**src/rtl/hamming_pkg.sv**
```systemverilog
// Hamming(7,4) codeword layout and decode helpers shared by the receive-side
// byte assembler and the transmit-side encoder.
package hamming_pkg;

    // Bit index of each codeword position (position k lives at bit k-1).
    localparam int P1 = 0;
    localparam int P2 = 1;
    localparam int D1 = 2;
    localparam int P4 = 3;
    localparam int D2 = 4;
    localparam int D3 = 5;
    localparam int D4 = 6;

    typedef enum logic {
        LOW  = 1'b0,
        HIGH = 1'b1
    } asm_state_t;

    // Syndrome value equals the 1-based position of a single flipped bit.
    function automatic logic [2:0] hamming_syndrome(input logic [6:0] c);
        logic s1, s2, s4;
        s1 = c[P1] ^ c[D1] ^ c[D2] ^ c[D4];
        s2 = c[P2] ^ c[D1] ^ c[D3] ^ c[D4];
        s4 = c[P4] ^ c[D2] ^ c[D3] ^ c[D4];
        return {s4, s2, s1};
    endfunction

    function automatic logic [6:0] hamming_correct(input logic [6:0] c);
        logic [2:0] syn;
        logic [6:0] fixed;
        syn   = hamming_syndrome(c);
        fixed = c;
        if (syn != 3'd0) begin
            fixed[syn - 3'd1] = ~fixed[syn - 3'd1];
        end
        return fixed;
    endfunction

    function automatic logic [3:0] hamming_data(input logic [6:0] c);
        return {c[D4], c[D3], c[D2], c[D1]};
    endfunction

endpackage

```
**src/rtl/hamming_byte_assembler_byte_fifo.sv**
```systemverilog
// First-word-fall-through FIFO holding {corr, byte} entries; a pop on the same
// edge frees the slot for a push even when full.
module byte_fifo #(
    parameter int DEPTH = 4,
    parameter int WIDTH = 9
) (
    input  logic             clk,
    input  logic             rst,
    input  logic             i_push,
    input  logic [WIDTH-1:0] i_push_data,
    input  logic             i_pop,
    output logic [WIDTH-1:0] o_head,
    output logic             o_full,
    output logic             o_empty
);

    localparam int AW = $clog2(DEPTH);
    localparam logic [AW:0] FULL_CNT = (AW + 1)'(DEPTH);

    logic [WIDTH-1:0] r_mem [DEPTH];
    logic [AW-1:0]    r_rd_ptr;
    logic [AW-1:0]    r_wr_ptr;
    logic [AW:0]      r_count;
    logic             w_do_pop;
    logic             w_do_push;

    assign o_empty   = (r_count == '0);
    assign o_full    = (r_count == FULL_CNT);
    assign o_head    = r_mem[r_rd_ptr];
    assign w_do_pop  = i_pop && !o_empty;
    assign w_do_push = i_push && (!o_full || w_do_pop);

    always_ff @(posedge clk) begin
        if (rst) begin
            r_rd_ptr <= '0;
            r_wr_ptr <= '0;
            r_count  <= '0;
        end else begin
            if (w_do_pop) begin
                r_rd_ptr <= r_rd_ptr + 1'b1;
            end
            if (w_do_push) begin
                r_wr_ptr <= r_wr_ptr + 1'b1;
            end
            unique case ({w_do_push, w_do_pop})
                2'b10:   r_count <= r_count + 1'b1;
                2'b01:   r_count <= r_count - 1'b1;
                default: r_count <= r_count;
            endcase
        end
    end

    // NOTE: storage is deliberately left out of reset; the count alone decides
    // which entries are live, so clearing the array would only cost logic.
    always_ff @(posedge clk) begin
        if (w_do_push) begin
            r_mem[r_wr_ptr] <= i_push_data;
        end
    end

endmodule

```
**src/rtl/hamming_byte_assembler.sv**
```systemverilog
// Registers received Hamming(7,4) codewords, corrects single-bit errors, pairs
// nibbles (low first) into bytes and queues them behind a valid/ready FIFO.
module hamming_byte_assembler
    import hamming_pkg::*;
#(
    parameter int DEPTH = 4,
    parameter int CNT_W = 8
) (
    input  logic             clk,
    input  logic             rst,
    input  logic             ena,
    input  logic [6:0]       in_data,
    input  logic             in_valid,
    input  logic             sync_clr,
    output logic [7:0]       out_data,
    output logic             out_corr,
    output logic             out_valid,
    input  logic             out_ready,
    output logic             overflow,
    output logic [CNT_W-1:0] corr_count,
    output logic             half_pending
);

    logic [6:0]       r_cw;
    logic             r_cw_v;
    asm_state_t       r_state;
    asm_state_t       w_state_next;
    logic [3:0]       r_lo_nib;
    logic             r_lo_corr;
    logic [CNT_W-1:0] r_corr_count;
    logic             r_overflow;

    logic [3:0]       w_nib;
    logic             w_corr;
    logic             w_lo_load;
    logic             w_push;
    logic             w_pop;
    logic             w_drop;
    logic [8:0]       w_push_data;
    logic [8:0]       w_head;
    logic             w_full;
    logic             w_empty;

    // NOTE: every clocked register here uses non-blocking assignment so all
    // stages see pre-edge values and the pipeline order cannot race.
    always_ff @(posedge clk) begin
        if (rst) begin
            r_cw   <= '0;
            r_cw_v <= 1'b0;
        end else begin
            r_cw_v <= ena && in_valid;
            if (ena && in_valid) begin
                r_cw <= in_data;
            end
        end
    end

    assign w_corr = (hamming_syndrome(r_cw) != 3'd0);
    assign w_nib  = hamming_data(hamming_correct(r_cw));

    always_ff @(posedge clk) begin
        if (rst) begin
            r_state   <= LOW;
            r_lo_nib  <= '0;
            r_lo_corr <= 1'b0;
        end else begin
            r_state <= w_state_next;
            if (w_lo_load) begin
                r_lo_nib  <= w_nib;
                r_lo_corr <= w_corr;
            end
        end
    end

    // NOTE: defaults first so no path through this block leaves a latch.
    always_comb begin
        w_state_next = r_state;
        w_lo_load    = 1'b0;
        w_push       = 1'b0;
        if (r_cw_v) begin
            // sync_clr restarts pairing, so a coincident nibble becomes a new low half.
            if (sync_clr || r_state == LOW) begin
                w_lo_load    = 1'b1;
                w_state_next = HIGH;
            end else begin
                w_push       = 1'b1;
                w_state_next = LOW;
            end
        end else if (sync_clr) begin
            w_state_next = LOW;
        end
    end

    assign w_push_data = {r_lo_corr | w_corr, w_nib, r_lo_nib};
    assign w_pop       = out_ready && !w_empty;
    assign w_drop      = w_push && w_full && !w_pop;

    always_ff @(posedge clk) begin
        if (rst) begin
            r_corr_count <= '0;
            r_overflow   <= 1'b0;
        end else begin
            if (r_cw_v && w_corr && r_corr_count != {CNT_W{1'b1}}) begin
                r_corr_count <= r_corr_count + 1'b1;
            end
            if (w_drop) begin
                r_overflow <= 1'b1;
            end
        end
    end

    byte_fifo #(
        .DEPTH (DEPTH),
        .WIDTH (9)
    ) u_fifo (
        .clk         (clk),
        .rst         (rst),
        .i_push      (w_push),
        .i_push_data (w_push_data),
        .i_pop       (w_pop),
        .o_head      (w_head),
        .o_full      (w_full),
        .o_empty     (w_empty)
    );

    // Stale storage is masked so an empty FIFO always presents zeros.
    assign out_valid    = !w_empty;
    assign out_data     = w_empty ? 8'h00 : w_head[7:0];
    assign out_corr     = !w_empty && w_head[8];
    assign overflow     = r_overflow;
    assign corr_count   = r_corr_count;
    assign half_pending = (r_state == HIGH);

endmodule

```
**config.mk**
```make
export PLATFORM = sky130hd
export DESIGN_NAME = hamming_byte_assembler
export DESIGN_NICKNAME = d
export VERILOG_FILES = /design/src/rtl/hamming_pkg.sv /design/src/rtl/hamming_byte_assembler_byte_fifo.sv /design/src/rtl/hamming_byte_assembler.sv
export SDC_FILE = /design/constraint.sdc
export NUM_CORES = 1
export LEC_CHECK = 0
export BUFFER_PORTS_ARGS = -buffer_cell sky130_fd_sc_hd__buf_4
export CORE_ASPECT_RATIO = 1.25
export CORE_MARGIN = 10
export CORE_UTILIZATION = 35
export DETAILED_ROUTE_END_ITERATION = 12
export GPL_ROUTABILITY_DRIVEN = 0
export PLACE_DENSITY_LB_ADDON = 0.12
export SLEW_MARGIN = 40
export SYNTH_ARGS = -nofsm -noshare
export SYNTH_HDL_FRONTEND = slang
export SYNTH_SLANG_ARGS = --single-unit
```
**constraint.sdc**
```tcl
create_clock -name clk -period 2.55 [get_ports clk]
set_input_delay 0.51 -clock clk [delete_from_list [all_inputs] [get_ports clk]]
set_output_delay 0.51 -clock clk [all_outputs]
set_load 0.01 [all_outputs]
```
# Word level (Yosys, flattened, before mapping)
# Memory sizes are Yosys's and may differ from the RTL's. A register that Yosys moved wholly into a read port is not among the register bits.
# Index checks and enable logic that the tools add are counted.
# classes
n_lt_le_gt_ge	2
eq_ne	4
n_bitwise	12
muxes	18
addsub	6
n_reduce_logical	19
# ops
cell	count
logical AND 1 bit	10
two-way mux 1 bit	10
bitwise XOR 1 bit	9
adder 8 x 1 -> 8 bit, second input constant	1
two-way mux 8 bit	1
!= test 8 bit, second input constant	1
bitwise mux 7 bit	1
two-way mux 7 bit	1
case mux 3 bit (2 select lines)	1
subtractor 3 x 1 -> 3 bit, second input constant	2
adder 2 x 1 -> 2 bit, second input constant	2
< comparator 3 x 4 -> 1 bit, second input constant	1
two-way mux 2 bit	2
nonzero test 2 bit	2
adder 3 x 1 -> 3 bit, second input constant	1
binary-select mux 1 bit (select 3 bit)	1
demux 1 bit (select 3 bit)	1
equality test 3 bit, second input constant	1
>= comparator 3 x 1 -> 1 bit, second input constant	1
logical NOT 1 bit	3
logical NOT 3 bit	1
nonzero test 3 bit	1
equality test 2 x 1 -> 1 bit, second input constant	1
equality test 2 bit, second input constant	1
other kinds (3)	5
# word_totals
out_inout_bits	20
ff_bits	30
in_bits	13
mem_count	1
word_cells	72
ram_bits	36
# mem_list
name	words	word_bits	read_ports	rd_clocked_by_memory_dff	wr	line_no	rtl
u_fifo.r_mem	4	9	1	1	1	hamming_byte_assembler_byte_fifo.sv:20	logic [WIDTH-1:0] r_mem [DEPTH];

# Longest topological paths before layout
# depth
depth_word	10
ltp_mapped	13

# Cells and area by module
# From an unflattened synthesis, not the netlist that was laid out.
# hier_totals
cells_unflattened	246
area_unflattened_um2	3046.7
# modules_own_cells
module	n_inst	seq_area_each_um2	cells_per_inst	area_each_um2
byte_fifo	1	1261.2	101	1788.0
hamming_byte_assembler	1	460.4	145	1258.7

# Worst setup path after synthesis
# No wires, ideal clock.
# synth_timing
kind	reg-to-reg
from	reg r_cw[2]
to	mem u_fifo.r_mem[0][5], data pin
arrival_time_ps	2538
t_required_ps	2284
synth_period_minus_slack_ps	2805
slack_ps	-255
n_path_buf	2
stages_incl_launch_ff	13
setup_ps	266
path_cell_list	dfxtp_1 -> buf_4 -> xor2_1 -> xnor2_1 -> ha_1 -> clkbuf_1 -> and2b_1 -> ha_1 -> o21ai_0 -> nor4_1 -> nand3_1 -> o21a_1 -> mux2_2
# synth_via
elab_chain_len	10
word_cells_on_any_way	18
# synth_lines
element	line_no	rtl
start, declared	hamming_byte_assembler.sv:24	logic [6:0] r_cw;
start signal, assigned	hamming_byte_assembler.sv:53	r_cw <= in_data;
bitwise XOR 1 bit, on equally long branches (3 in a row)	hamming_pkg.sv:22, hamming_pkg.sv:23	
subtractor 3 x 1 -> 3 bit	hamming_pkg.sv:34	fixed[syn - 3'd1] = ~fixed[syn - 3'd1];
< comparator 3 x 4 -> 1 bit (not written as such) or >= comparator 3 x 1 -> 1 bit (tied branches)	hamming_pkg.sv:34	
logical AND 1 bit (not written as such)	hamming_pkg.sv:34	
two-way mux 1 bit (not written as such)	hamming_pkg.sv:34	
demux 1 bit (select 3 bit)	hamming_pkg.sv:34	
bitwise mux 7 bit	hamming_pkg.sv:34	
two-way mux 7 bit (*)	hamming_pkg.sv:33	if (syn != 3'd0) begin
net u_fifo.i_push_data[5]	hamming_byte_assembler_byte_fifo.sv:10	input logic [WIDTH-1:0] i_push_data,
end, declared	hamming_byte_assembler_byte_fifo.sv:20	
# The timed path passes the listed nets; every way through them passes the cells marked *. The select of a mux whose other input is x is not followed.

# Final worst setup path
# layout_timing
from	reg r_cw[4]
to	mem u_fifo.r_mem[3][5], data pin
# layout_via
elab_chain_len	10
word_cells_on_any_way	17
# layout_lines
element	line_no	rtl
bitwise XOR 1 bit (3 in a row)	hamming_pkg.sv:24	s4 = c[P4] ^ c[D2] ^ c[D3] ^ c[D4];
subtractor 3 x 1 -> 3 bit	hamming_pkg.sv:34	
< comparator 3 x 4 -> 1 bit (not written as such) or >= comparator 3 x 1 -> 1 bit (tied branches)	hamming_pkg.sv:34	
logical AND 1 bit (not written as such)	hamming_pkg.sv:34	
two-way mux 1 bit (not written as such)	hamming_pkg.sv:34	
demux 1 bit (select 3 bit)	hamming_pkg.sv:34	
bitwise mux 7 bit	hamming_pkg.sv:34	
two-way mux 7 bit (*)	hamming_pkg.sv:33	
net u_fifo.i_push_data[5]	hamming_byte_assembler_byte_fifo.sv:10	
# Marked as above.

==> flow_summary.ini <==
[outcome]
run_status = completed

[synth]
syn-num-nets = 298
netlist.area_leader.share_pct = 34.0
yosys_warnings = 0
syn_avg_cell_area_um2 = 11.5
async_flop_share_pct = 0
synth_top_flop_cell = edfxtp_1
ys_top_cells_by_area = edfxtp_1 (34%), dfxtp_1 (20%), mux4_2 (6.4%)
syn_area_um2 = 3180
yosysMostFrequentCell = edfxtp_1
synth_top_area_cell = edfxtp_1
synth_seq_cells = 68
synth-edff-count = 36
synthCells = 277
synth_cell_type_count = 49
synth_common_cells = edfxtp_1 (36), dfxtp_1 (32), nor2_1 (27)
yosysSeqAreaShare_pct = 54.1

[clock_tree]
cts_buffers = 9
clkTransAtPathRegs_ps = 70
cts.path.max_buffers = 2
cts.htree.levels = 3
clk_latency_ps = 340
cts.sinks = 68
cts_tree = done
holdBufCountCts = 0
root_buffer = clkbuf_8

[layout]
num_antenna_cells = 0
syn_to_final_growth_pct = 20.0
layout.nets = 343
final_core_util_pct = 43.4
final_cells = 447
drive_gt1_share_pct = 25.7

[pwr]
p_leak_nw = 1.34
max-vdd-ir-drop_uv = 261
p_per_area_nw_per_um2 = 569
power.total_mw = 2.17

[route]
firstDrtPassIters = 4
vias = 2147
drc_errors = 0
drt-vias-per-instance = 4.80
wl_per_cell_um = 13.9
drt_iter0_drc = 80
ant_nets = 0
drt-total-wl_um = 6210

[timing]
rsz0062_at_grt = yes
final-hold-violation-count = 0
layout_setup_ws_ps = 44.7
max_slew_margin_pct = 69.9
final.min_clock_period_ps = 2510
finClkSkew_ps = 10.6
max_freq_ghz = 0.399
period_share_pct = 98.2
setup_viol = 0
maxSlewViolCount = 0
worst_pin_slew_ps = 451

[setup_path]
slowest_delay_ps = 330
path_class = reg -> reg
crit_arrival_ps = 2580
cp-start-kind = flop
slowest_stage = dfxtp_2
cp_cell_sequence = xor2_1, xnor2_1, ha_1, and2b_1, ha_4, o21ai_2, nor4_1, nand3_1, o21a_1, mux2_4
cp_max_fo = 4
worstPathRequired_ps = 2620
worstSetupEndpointType = flop

[global_route]
grt_antenna_before_repair = 0
first_global_vias = 2137
grt_pass1_wl_um = 10700
grt.total_usage_pct = 9.84
overflow = 0
grt_max_degree = 31

[floorplanning]
die_h_um = 127
core-area_um2 = 8800
rows = 38
ios = 33
dieArea_um2 = 13300
initial_utilization_pct = 36.2
die_w_um = 105

[placed_design]
hpwlAfterDp_um = 4490
place_ws_ps = 45.6
place_inst = 430
port_buffers = 32

[flow_run]
drv_cap = 0

[min_path]
hold_path_class = in -> reg
[state kept, by name, summed over array words and instances, names as in the netlist, named ones only]
register         flops
r_cw_v               1
r_lo_corr            1
u_fifo.r_wr_ptr      2
overflow             1
half_pending         1
u_fifo.r_mem        36
u_fifo.r_count       3
corr_count           8
r_cw                 7
r_lo_nib             4
u_fifo.r_rd_ptr      2
[placed cells by master (no fill, tap or decap), types with 3 or more instances in the layout]
| cell | count |
|---|---|
| dfxtp_1 | 30 |
| xnor2_1 | 6 |
| nand2b_1 | 5 |
| nand3b_1 | 3 |
| a21oi_1 | 14 |
| buf_4 | 49 |
| inv_1 | 8 |
| or3_1 | 3 |
| mux4_2 | 9 |
| nand4_1 | 4 |
| a32oi_1 | 4 |
| o21ai_0 | 8 |
| clkbuf_8 | 9 |
| edfxtp_1 | 36 |
| xor2_1 | 8 |
| o31ai_1 | 4 |
| and2_1 | 14 |
| nand3_1 | 15 |
| clkbuf_1 | 4 |
| nand2_1 | 19 |
| nor2_1 | 27 |
| o21ai_2 | 3 |
| ha_1 | 6 |
[per-stage QoR]
step | TNS, ps | instance area, µm² | hold slack, ps
finish | 0 | 3820 | 425
global route | -149 | 3820 | 420
CTS | 0 | 3790 | 412
detailed placement | 0 | 3640 | 447
global placement | 0 | 3640 | 439
floorplan | -407 | 3210 | 446
[critical path, delay by kind of cell (launching register included)]
family | cells | cell delay, ps
adders and majority gates | 2 | 600
muxes | 1 | 280
DFF | 1 | 330
xor gates and xnor gates | 2 | 290
and+or+nand+nor | 3 | 560
AOI/OAI and AO/OA | 2 | 190
[per-layer routing]
metal	vias up	GRT usage, %	wire length, µm	share of wire [%]
li1	1088	-	-	-
met1	1012	11.7	2740	44
met2	36	15.7	3080	50
met3	11	3.44	281	4.5
met4	0	4.37	104	1.7
met5	-	0	0	0
[kinds of logic after synthesis]
logic type | Yosys count | synth area share (%)
adder cells (fa/ha/maj) | 8 | 3.38
flip-flops | 68 | 54.1
multiplexers | 12 | 7.35
AND/OR/NAND/NOR | 106 | 17.4
XOR/XNOR | 17 | 6.09
AO/OA/AOI/OAI | 43 | 8.57
buffers and inverters | 23 | 3.14
[worst paths after layout]
check	startpoint	endpoint	slack, ps	cells after the start
worst max-delay path	r_cw[4]	u_fifo.r_mem[3][5]	40	10
worst min-delay path	in_data[4]	r_cw[4]	430	3
worst max register to register	r_cw[4]	u_fifo.r_mem[3][5]	40	10
worst min register to register	overflow	overflow	450	2
[final cells by class]
type,instances,area [µm²]
Inverter,8,30.0
Tap cell,120,150
Clock inverter,3,13.8
Sequential cell,68,1720
Timing Repair Buffer,49,368
Multi-Input combinational cell,186,1400
Clock buffer,13,139
Fill cell,863,4970
[where the power goes]
part	switching [mW]	total, mW	internal (mW)
Combinational	0.147	0.276	0.128
Sequential	0.0111	1.18	1.17
Clock	0.368	0.716	0.348
Total	0.527	2.17	1.65
[timing repair]
item,4_1_cts,5_1_grt
hold endpoints to repair,0,0
setup buffers,0,1
endpoints found under the setup margin,0,16
gates resized for setup,0,9
Note: power is estimated with default switching activity, not from simulation.
